==> config.mk <==
export PLATFORM = sky130hd
export DESIGN_NAME = activations
export DESIGN_NICKNAME = d
export VERILOG_FILES = /design/src/rtl/activations_pkg.sv /design/src/rtl/activations_lane.sv /design/src/rtl/activations.sv
export SDC_FILE = /design/constraint.sdc
export NUM_CORES = 1
export LEC_CHECK = 0
export ABC_AREA = 0
export CAP_MARGIN = 20
export CELL_PAD_IN_SITES_DETAIL_PLACEMENT = 0
export CELL_PAD_IN_SITES_GLOBAL_PLACEMENT = 1
export CORE_MARGIN = 2
export CORE_UTILIZATION = 33
export DETAILED_ROUTE_END_ITERATION = 16
export MAX_ROUTING_LAYER = met4
export PLACE_DENSITY_LB_ADDON = 0.08
export SLEW_MARGIN = 25
export SYNTH_ARGS = -nofsm -noshare
export SYNTH_HDL_FRONTEND = slang
export SYNTH_SLANG_ARGS = --single-unit
==> constraint.sdc <==
create_clock -name clk -period 2.95 [get_ports clk]
set_input_delay 0.59 -clock clk [delete_from_list [all_inputs] [get_ports clk]]
set_output_delay 0.59 -clock clk [all_outputs]
set_load 0.05 [all_outputs]
==> src/rtl/activations_pkg.sv <==
// Shared types and constants for the activation unit.
// Shift amounts set the hard-sigmoid slope (1/4) and the leaky slope (1/8).
package activations_pkg;

    typedef enum logic [1:0] {
        ACT_IDENTITY = 2'd0,
        ACT_RELU     = 2'd1,
        ACT_HSIGMOID = 2'd2,
        ACT_HTANH    = 2'd3
    } act_sel_t;

    localparam int unsigned HSIG_SHIFT  = 2;
    localparam int unsigned LEAKY_SHIFT = 3;

endpackage

==> src/rtl/activations_lane.sv <==
// Single-lane combinational activation; no state, zero latency.
// Optional macro ACT_LEAKY_RELU_EN turns the RELU code into a leaky ReLU (slope 1/8).
module activation_lane
    import activations_pkg::*;
#(
    parameter int DATA_WIDTH = 12,
    parameter int S          = 7
) (
    input  logic signed [DATA_WIDTH-1:0] x_i,
    input  act_sel_t                     sel_i,
    output logic signed [DATA_WIDTH-1:0] y_o
);

    localparam logic signed [DATA_WIDTH-1:0] ONE     = DATA_WIDTH'(1) << S;
    localparam logic signed [DATA_WIDTH-1:0] NEG_ONE = -ONE;
    localparam logic signed [DATA_WIDTH:0]   ONE_W   = (DATA_WIDTH+1)'(1) << S;
    localparam logic signed [DATA_WIDTH:0]   HALF_W  = (DATA_WIDTH+1)'(1) << (S-1);

    // One extra bit keeps (x >>> 2) + HALF from wrapping at the positive extreme.
    logic signed [DATA_WIDTH:0] x_ext;
    logic signed [DATA_WIDTH:0] t;

    assign x_ext = {x_i[DATA_WIDTH-1], x_i};
    assign t     = (x_ext >>> HSIG_SHIFT) + HALF_W;

    always_comb begin
        y_o = x_i;
        case (sel_i)
            ACT_IDENTITY: y_o = x_i;
            ACT_RELU: begin
`ifdef ACT_LEAKY_RELU_EN
                if (x_i < 0) y_o = x_i >>> LEAKY_SHIFT;
`else
                if (x_i < 0) y_o = '0;
`endif
            end
            ACT_HSIGMOID: begin
                if (t < 0)          y_o = '0;
                else if (t > ONE_W) y_o = ONE;
                else                y_o = t[DATA_WIDTH-1:0];
            end
            ACT_HTANH: begin
                if (x_i > ONE)          y_o = ONE;
                else if (x_i < NEG_ONE) y_o = NEG_ONE;
            end
            default: y_o = x_i;
        endcase
    end

endmodule

==> src/rtl/activations.sv <==
// Vector activation unit: SA_LENGTH parallel lanes, result registered (1-cycle latency).
// No back-pressure; en gates capture, rst (sync, active-high) wins over en. Macro: ACT_LEAKY_RELU_EN.
module activations
    import activations_pkg::*;
#(
    parameter int DATA_WIDTH = 12,
    parameter int SA_LENGTH  = 8,
    parameter int S          = 7
) (
    input  logic                         clk,
    input  logic                         rst,
    input  logic                         en,
    input  act_sel_t                     sel,
    input  logic signed [DATA_WIDTH-1:0] in  [SA_LENGTH],
    output logic signed [DATA_WIDTH-1:0] out [SA_LENGTH]
);

    logic signed [DATA_WIDTH-1:0] out_d [SA_LENGTH];
    logic signed [DATA_WIDTH-1:0] out_q [SA_LENGTH];

    for (genvar g = 0; g < SA_LENGTH; g++) begin : g_lane
        activation_lane #(
            .DATA_WIDTH (DATA_WIDTH),
            .S          (S)
        ) u_lane (
            .x_i   (in[g]),
            .sel_i (sel),
            .y_o   (out_d[g])
        );
    end

    always_ff @(posedge clk) begin
        for (int i = 0; i < SA_LENGTH; i++) begin
            if (rst)     out_q[i] <= '0;
            else if (en) out_q[i] <= out_d[i];
        end
    end

    assign out = out_q;

endmodule

### Word level (Yosys, flattened, before mapping)

Cells that the tools add are included.

| word-level totals | value |
|---|---|
| bits of input ports | 101 |
| word-level logic and storage cells | 108 |
| bits in registers | 96 |
| output and inout port bits | 96 |

| cells by class | value |
|---|---|
| eq/ne operators | 3 |
| mux-type cells | 48 |
| reduce and logical (&&, ||, !) cells | 1 |
| order comparisons | 40 |
| add/subtract/negate cells | 8 |

Operator list:

| cell | number |
|---|---|
| 2-to-1 mux 12 bit | 40 |
| case mux 12 bit (4 select lines) | 8 |
| greater-than comparator 12 x 9 -> 1 bit (second input constant) | 8 |
| < comparator 12 x 1 -> 1 bit (second input constant) | 8 |
| < comparator 12 x 8 -> 1 bit (second input constant) | 8 |
| adder 10 x 8 -> 11 bit (second input constant) | 8 |
| greater-than comparator 11 x 9 -> 1 bit (second input constant) | 8 |
| < comparator 11 x 1 -> 1 bit (second input constant) | 8 |
| == test 2 bit (second input constant) | 2 |
| == test 2 x 1 -> 1 bit (second input constant) | 1 |
| logical NOT 2 bit | 1 |

### Longest topological paths before layout

Gate-level depths: netlist (run 1).

| depth | value |
|---|---|
| word-level depth | 5 |
| mapped depth | 9 |
| gate-level depth less buffers | 9 |

### Cells and area by module

From an unflattened synthesis (run 1), not the netlist that was laid out.

| unflattened totals | value |
|---|---|
| cell total of the unflattened synthesis | 862 |
| area total of the unflattened synthesis | 7023.0 µm² |

By module, submodules not included:

| module | seq. area each (µm²) | cells an instance | instances | area an instance (µm²) |
|---|---|---|---|---|
| activation_lane | 0.0 | 69 | 8 | 449.2 |
| activations | 1921.8 | 310 | 1 | 3429.5 |

### Worst setup path after synthesis (run 1)

No wires, ideal clock.

| timing | value |
|---|---|
| kind | input port to flip-flop |
| start | input port in[62] (netlist bit) |
| end | register out_q (netlist bit out[66]) |
| setup slack | 0.661 ns |
| setup time | 0.078 ns |
| required time | 2.872 ns |
| stages on the path | 5 |
| data arrival time | 2.211 ns |
| cells stage by stage | or4_1 -> or4b_1 -> a211oi_2 -> a221oi_1 -> nor3_1 |

| between the ends | value |
|---|---|
| cells in the longest elaborated chain, start to end | 5 |
| elaborated cells on any way between the ends | 12 |
| those cells by class | add/sub (1); order compare (5); mux (6) |

Ends and longest elaborated chain:

| what | line | text |
|---|---|---|
| start: declaration | activations.sv:14 | `input logic signed [DATA_WIDTH-1:0] in [SA_LENGTH],` |
| adder 10 x 8 -> 11 bit | activations_lane.sv:24 | `assign t = (x_ext >>> HSIG_SHIFT) + HALF_W;` |
| greater-than comparator 11 x 9 -> 1 bit | activations_lane.sv:39 | `else if (t > ONE_W) y_o = ONE;` |
| 2-to-1 mux 12 bit | activations_lane.sv:39 |  |
| 2-to-1 mux 12 bit | activations_lane.sv:38 | `if (t < 0) y_o = '0;` |
| case mux 12 bit (4 select lines) (*) | activations_lane.sv:28 | `case (sel_i)` |
| end signal: indexed assignment | activations.sv:35 | `else if (en) out_q[i] <= out_d[i];` |
| end: declaration | activations.sv:19 | `logic signed [DATA_WIDTH-1:0] out_q [SA_LENGTH];` |

Mark *: on every way between the ends. The rest lies on a longest branch, timed or not.
A chain may end at the register's enable or synchronous reset.

### Worst setup path in the final report (run 1)

| timing | value |
|---|---|
| start | input port sel[0] |
| end | register out_q (netlist bit out[73]) |

| between the ends | value |
|---|---|
| cells in the longest elaborated chain, start to end | 2 |
| elaborated cells on any way between the ends | 5 |
| those cells by class | eq/ne (3); mux (1); reduce/logical (1) |

Ends and longest elaborated chain:

| what | line | text |
|---|---|---|
| start: declaration | activations.sv:13 | `input act_sel_t sel,` |
| == test 2 bit, or another cell as far along | activations_lane.sv:28 |  |
| case mux 12 bit (4 select lines) (*) | activations_lane.sv:28 |  |

Marked as above.

==> impl_metrics.env, run 1 <==
export IMPL_postLayoutCellArea_um2=8700
export IMPL_final_antenna_net_count=0
export IMPL_clk_latency_ns=0.35
export IMPL_timing_critical_path_mode_cell="sky130_fd_sc_hd__a21oi_1"
export IMPL_worstSetupPathType="in2reg"
export IMPL_final_core_utilization_pct=48.8
export IMPL_layout_area_overhead_vs_synth_pct=46.4
export IMPL_cp_required_ns=3.21
export IMPL_fillers=1753
export IMPL_cts_setup_buffers=0
export IMPL_multi_input_comb_area_um2=3650
export IMPL_fp_row_count=49
export IMPL_placement_io_buffers=196
export IMPL_crit_family="compound AO/OA/AOI/OAI gates"
export IMPL_fmax_mhz=388
export IMPL_syn_area_um2=5940
export IMPL_synthMostInstantiatedCell="sky130_fd_sc_hd__nor2_1"
export IMPL_crit_path_cell_trace="clkdlybuf4s50_1 -> and2_1 -> a21oi_1 -> a21oi_1 -> a221oi_1 -> nor3_1"
export IMPL_initial_core_utilization_pct=33.3
export IMPL_cts_made_buffers=9
export IMPL_number_of_resized_instances_in_the_post_cts_repair_step=0
export IMPL_dieWidth_um=138
export IMPL_cts_root_to_sink_buffers=2
export IMPL_cp_max_fo=12
export IMPL_cap_violations=0
export IMPL_cts_clk_slew_worst_paths_ns=0.07
export IMPL_final_nets=1126
export IMPL_min_period_over_period_pct=87.4
export IMPL_tritoncts_clock_tree="yes"
export IMPL_clock_tree_root_buffer_cell="sky130_fd_sc_hd__clkbuf_16"
export IMPL_boundaryPins=197
export IMPL_run_status="finished, final reports clean"
export IMPL_yosys_warnings=0
export IMPL_viasPerCell=5.53
export IMPL_hold_violations=0
export IMPL_synthesis_nets=917
export IMPL_postSynth_asyncResetShare_pct=0
export IMPL_ys_types=68
export IMPL_antenna_cells_inserted=0
export IMPL_num_vias=6808
export IMPL_cp_start_kind="primary input"
export IMPL_drt_wl_total_um=21700
export IMPL_instances_no_fill=1231
export IMPL_cellLeakagePower_nw=3.28
export IMPL_grt_setup_unrepaired="false"
export IMPL_dieHeight_um=138
export IMPL_number_of_storage_elements_in_the_synthesis_netlist=96
export IMPL_clock_tree_htree_level_count=3
export IMPL_type_of_destination_of_the_critical_path="register"
export IMPL_vdd_drop_max_uv=333
export IMPL_top_area_cells_in_the_synthesized_netlist="sky130_fd_sc_hd__dfxtp_1, sky130_fd_sc_hd__nor2_1, sky130_fd_sc_hd__ha_1"
export IMPL_critPathArrivalTime_ns=2.84
export IMPL_final_min_clock_period_ns=2.58
export IMPL_design_core_area_um2=17800
export IMPL_finalWeightedCongestion=0.890
export IMPL_critical_path_buf_inv_count=1
export IMPL_cell_area_reported_after_detailed_placement_um2=8380
export IMPL_slowest_delay_ns=0.74
export IMPL_placement_setup_worst_slack_ns=0.0334
export IMPL_global_route_wire_length_before_repair_um=34700
export IMPL_grt_remaining_overflow=0
export IMPL_drive_above_1_share_pct=7.98
export IMPL_synthDominantCellAreaShare_pct=32.3
export IMPL_cts_hold_buf=0
export IMPL_maximum_number_of_pins_on_one_net_before_global_route_repair=56
export IMPL_yosys_most_used_dff="sky130_fd_sc_hd__dfxtp_1"
export IMPL_grt_usage_pct=22.8
export IMPL_syn_avg_cell_area_um2=7.54
export IMPL_synthDominantAreaCellType="sky130_fd_sc_hd__dfxtp_1"
export IMPL_cts_sink_count=96
export IMPL_largest_register_ffs=96
export IMPL_dieArea_um2=19100
export IMPL_worst_slack_ns=0.372
export IMPL_clock_skew_ns=0
export IMPL_post_synth_inst_count=788
export IMPL_maxSlewHeadroom_pct=51.1
export IMPL_synth_enable_flop_cells=0
export IMPL_setup_tns_ns=0
export IMPL_first_global_vias=6728
export IMPL_dr_first_iter_drc_count=424
export IMPL_synth_top_cells_by_count="sky130_fd_sc_hd__nor2_1, sky130_fd_sc_hd__dfxtp_1, sky130_fd_sc_hd__nand2_1"
export IMPL_synth_yosys_seq_area_share_pct=32.3
export IMPL_area_sequential_um2=1920
export IMPL_drt_pre_antenna_iters=7
export IMPL_routed_wire_length_per_instance_um=17.6
export IMPL_dpl_cell_count=1215
export IMPL_report_final_setup_viol=0
export IMPL_min_delay_path_class="reg2reg"
export IMPL_tightest_slew_ns=0.725
export IMPL_post_dp_hpwl_um=16400
export IMPL_critical_path_slowest_cell="sky130_fd_sc_hd__clkdlybuf4s50_1"
export IMPL_drcViolationCount=0
export IMPL_final_max_slew_violation_count=0
export IMPL_power_density_nw_per_um2=449
export IMPL_grt_antenna_before_repair=0
==> cells by family after synthesis <==
family / after synthesis / share of synthesized area (%)
adders and majority gates: 28 / 5.90
xor gates and xnor gates: 1 / 0.147
buffers and inverters: 100 / 6.36
AOI/OAI and AO/OA: 232 / 28.5
DFF: 96 / 32.3
muxes: 2 / 0.337
and+or+nand+nor: 329 / 26.4
==> worst reg2reg max path: stages, from the launching register on <==
cell                      delay (ns)
sky130_fd_sc_hd__dfxtp_1        0.31
sky130_fd_sc_hd__and2_1         0.13
sky130_fd_sc_hd__a311o_1        0.30
==> per-stage QoR <==
| stage | hold WS, ns | power (mW) |
|---|---|---|
| floorplan | 0.664 | 2.12 |
| global placement | 0.438 | 2.62 |
| detailed placement | 0.454 | 2.63 |
| CTS | 0.466 | 3.95 |
| global route | 0.485 | 4.09 |
| finish | 0.463 | 3.91 |
==> cell type report <==
class / count / share of cell area, %
inverter: 52 / 2.24
sequential: 96 / 22.1
multi-input combinational: 592 / 42.0
clock inverter: 5 / 0.906
timing repair buffer: 246 / 26.7
tap: 229 / 3.29
clock buffer: 11 / 2.79
==> cell usage in the layout, fill, tap and decap left out, drive strengths merged, types with 5 or more instances in the layout <==
cell | Yosys | routed
o21ai | 32 | 32
a21oi | 55 | 55
nand3 | 24 | 24
nor4b | 7 | 7
a211oi | 13 | 13
o221ai | 8 | 8
nand2 | 79 | 79
clkbuf | 44 | 11
and2 | 8 | 8
ha | 28 | 28
nand3b | 7 | 7
clkdlybuf4s50 | 0 | 193
buf | 4 | 53
a221oi | 30 | 30
a41oi | 5 | 5
nor4 | 6 | 6
nor2b | 6 | 6
nand4 | 10 | 10
dfxtp | 96 | 96
nand2b | 6 | 6
o31ai | 7 | 7
nor3 | 44 | 44
o22ai | 5 | 5
a311oi | 35 | 35
nor2 | 107 | 107
inv | 51 | 52
==> final timing paths <==
| path | start | end | slack [ns] | cells past startpoint |
|---|---|---|---|---|
| max | sel[0] | out[73]$_SDFFE_PP0P_ | 0.37 | 6 |
| min | out[68]$_SDFFE_PP0P_ | out[68]$_SDFFE_PP0P_ | 0.46 | 2 |
| min reg2reg | out[68]$_SDFFE_PP0P_ | out[68]$_SDFFE_PP0P_ | 0.46 | 2 |
| max reg2reg | out[45]$_SDFFE_PP0P_ | out[45]$_SDFFE_PP0P_ | 2.10 | 2 |
==> power by group <==
part / switching [mW] / leakage, nW / internal, mW
logic: 0.720 / 2.33 / 0.459
registers: 0.0439 / 0.791 / 1.38
clock network: 0.541 / 0.160 / 0.768
total: 1.31 / 3.28 / 2.60
==> metal layers <==
layer | global-route usage (%) | up-vias | wire, µm
met5 | - | - | 0
met4 | 8.00 | 0 | 517
met3 | 4.95 | 32 | 1290
met2 | 36.7 | 207 | 10000
met1 | 28.3 | 3222 | 9870
li1 | - | 3347 | -
(Power assumes the default switching activity.)
==> run 2: changes to the inputs <==
Settings changed: SKIP_LAST_GASP from default to 1.
==> results of run 2 <==
Same layout as run 1: the final DEF is identical, and so are final timing and power.
==> run 3: changes to the inputs <==
Settings changed: ABC_AREA 0 to 1, CAP_MARGIN 20 to 0.
==> impl_metrics.env, run 3 <==
export IMPL_clk_latency_ns=0.36
export IMPL_tightest_slew_ns=0.582
export IMPL_layout_cells_most_common_list="sky130_fd_sc_hd__nand2_1, sky130_fd_sc_hd__clkdlybuf4s50_1, sky130_fd_sc_hd__nor2_1, sky130_fd_sc_hd__inv_1, sky130_fd_sc_hd__a21oi_1"
export IMPL_clock_skew_ns=0
export IMPL_layout_area_overhead_vs_synth_pct=38.3
export IMPL_worstSetupPathType="in2reg"
export IMPL_cap_violations=0
export IMPL_post_synth_inst_count=1138
export IMPL_tritoncts_clock_tree="yes"
export IMPL_cts_made_buffers=9
export IMPL_run_status="finished, final reports clean"
export IMPL_synth_yosys_seq_area_share_pct=28.1
export IMPL_cp_start_kind="primary input"
export IMPL_maxUsedRoutingLayer="met4"
export IMPL_type_of_destination_of_the_critical_path="register"
export IMPL_drt_wl_total_um=23700
export IMPL_fmax_mhz=407
export IMPL_dieArea_um2=21900
export IMPL_final_min_clock_period_ns=2.46
export IMPL_grt_remaining_overflow=0
export IMPL_cp_max_fo=7
export IMPL_boundaryPins=197
export IMPL_final_core_utilization_pct=46.5
export IMPL_post_dp_hpwl_um=17300
export IMPL_synthDominantAreaCellType="sky130_fd_sc_hd__dfxtp_1"
export IMPL_grt_usage_pct=22.3
export IMPL_yosys_warnings=0
export IMPL_clock_tree_root_buffer_cell="sky130_fd_sc_hd__clkbuf_16"
export IMPL_instances_no_fill=1596
export IMPL_synth_enable_flop_cells=0
export IMPL_grt_setup_unrepaired="false"
export IMPL_number_of_resized_instances_in_the_post_cts_repair_step=0
export IMPL_synth_top_cells_by_count="sky130_fd_sc_hd__nand2_1, sky130_fd_sc_hd__nor2_1, sky130_fd_sc_hd__inv_1"
export IMPL_grt_antenna_before_repair=0
export IMPL_synthMostInstantiatedCell="sky130_fd_sc_hd__nand2_1"
export IMPL_detailroute_wirelength_met2_um=10800
export IMPL_multi_input_comb_area_um2=4200
export IMPL_fin_worst_hold_slack_ns=0.463
export IMPL_postLayoutCellArea_um2=9450
export IMPL_syn_area_um2=6830
export IMPL_yosys_most_used_dff="sky130_fd_sc_hd__dfxtp_1"
export IMPL_dr_first_iter_drc_count=347
export IMPL_vdd_drop_max_uv=275
export IMPL_cts_clk_slew_worst_paths_ns=0.07
export IMPL_largest_register_ffs=96
export IMPL_drive_above_1_share_pct=4.90
export IMPL_num_vias=7881
export IMPL_top_area_cells_in_the_synthesized_netlist="sky130_fd_sc_hd__dfxtp_1, sky130_fd_sc_hd__nand2_1, sky130_fd_sc_hd__a21oi_1"
export IMPL_routed_wire_length_per_instance_um=14.8
export IMPL_fillers=2184
export IMPL_crit_path_cell_trace="clkdlybuf4s50_1 -> ha_1 -> nand2_1 -> inv_1 -> nand3_1 -> ha_1 -> nor2_1 -> nand3_1 -> nand2_1 -> o21ai_0 -> a21oi_1"
export IMPL_fp_row_count=52
export IMPL_worst_slack_ns=0.492
export IMPL_min_delay_path_class="reg2reg"
export IMPL_cts_setup_buffers=0
export IMPL_cell_area_reported_after_detailed_placement_um2=9140
export IMPL_cts_hold_buf=0
export IMPL_finalWeightedCongestion=0.842
export IMPL_global_route_wire_length_before_repair_um=38400
export IMPL_wl_on_met1_um=11200
export IMPL_placement_setup_worst_slack_ns=0.133
export IMPL_synthesis_nets=1267
export IMPL_first_global_vias=7432
export IMPL_slowest_delay_ns=0.56
export IMPL_met3WireLength_um=1170
export IMPL_syn_avg_cell_area_um2=6.00
export IMPL_ys_types=42
export IMPL_cts_root_to_sink_buffers=2
export IMPL_synthDominantCellAreaShare_pct=28.1
export IMPL_final_max_slew_violation_count=0
export IMPL_design_core_area_um2=20300
export IMPL_final_nets=1450
export IMPL_placement_io_buffers=196
export IMPL_final_antenna_net_count=0
export IMPL_cp_required_ns=3.23
export IMPL_cellLeakagePower_nw=4.20
export IMPL_viasPerCell=4.94
export IMPL_dieHeight_um=148
export IMPL_drcViolationCount=0
export IMPL_antenna_cells_inserted=0
export IMPL_critical_path_slowest_cell="sky130_fd_sc_hd__clkdlybuf4s50_1"
export IMPL_report_final_setup_viol=0
export IMPL_area_sequential_um2=1920
export IMPL_min_period_over_period_pct=83.3
export IMPL_number_of_storage_elements_in_the_synthesis_netlist=96
export IMPL_totalPowerFinal_mw=3.91
export IMPL_setup_tns_ns=0
export IMPL_dpl_cell_count=1580
export IMPL_maxSlewHeadroom_pct=61.1
export IMPL_clock_tree_htree_level_count=3
export IMPL_critPathArrivalTime_ns=2.74
export IMPL_mostFrequentLayoutCell="sky130_fd_sc_hd__nand2_1"
export IMPL_power_density_nw_per_um2=414
export IMPL_dieWidth_um=148
export IMPL_maximum_number_of_pins_on_one_net_before_global_route_repair=68
export IMPL_cts_sink_count=96
export IMPL_hold_violations=0
export IMPL_initial_core_utilization_pct=33.6
export IMPL_postSynth_asyncResetShare_pct=0
export IMPL_drt_pre_antenna_iters=4
[run 3: path summary, 6_finish.rpt]
path | cells past startpoint | to | slack, ns | start
setup / recovery | 11 | out[65]$_SDFFE_PP0P_ | 0.49 | in[69]
hold / removal | 2 | out[65]$_SDFFE_PP0P_ | 0.46 | out[65]$_SDFFE_PP0P_
setup reg to reg | 4 | out[31]$_SDFFE_PP0P_ | 2.24 | out[31]$_SDFFE_PP0P_
hold reg to reg | 2 | out[65]$_SDFFE_PP0P_ | 0.46 | out[65]$_SDFFE_PP0P_
[run 3: power by group]
part | internal, mW | switching [mW] | leakage (nW) | total (mW)
Sequential | 1.38 | 0.0422 | 0.791 | 1.42
Clock | 0.685 | 0.565 | 0.145 | 1.25
Combinational | 0.447 | 0.794 | 3.27 | 1.24
Total | 2.51 | 1.40 | 4.20 | 3.91
[run 3: metal layers]
| layer | up-vias | GRT usage [%] |
|---|---|---|
| met2 | 214 | 34.9 |
| met3 | 25 | 4.20 |
| met5 | - | - |
| met1 | 3543 | 29.8 |
| met4 | 0 | 5.57 |
| li1 | 4099 | - |
[run 3: layout make-up]
class,instances,share of cell area [%]
clock buffer,10,2.53
clock inverter,6,0.715
inverter,135,5.36
multi-input combinational,860,44.4
sequential,96,20.3
tap,270,3.58
timing repair buffer,219,23.0
[run 3: kinds of logic after synthesis]
family / count (synthesis) / share of synthesized area, %
flip-flops: 96 / 28.1
AND/OR/NAND/NOR: 576 / 35.6
buffers and inverters: 182 / 10.5
XOR/XNOR: 4 / 0.513
AO/OA/AOI/OAI: 252 / 20.2
adder cells (fa/ha/maj): 28 / 5.13
[run 3: critical path: cells and delay by family]
family                   cells  cell delay [ns]
AO/OA/AOI/OAI                2             0.22
adder cells (fa/ha/maj)      2             0.50
buffers and inverters        2             0.65
AND/OR/NAND/NOR              5             0.79
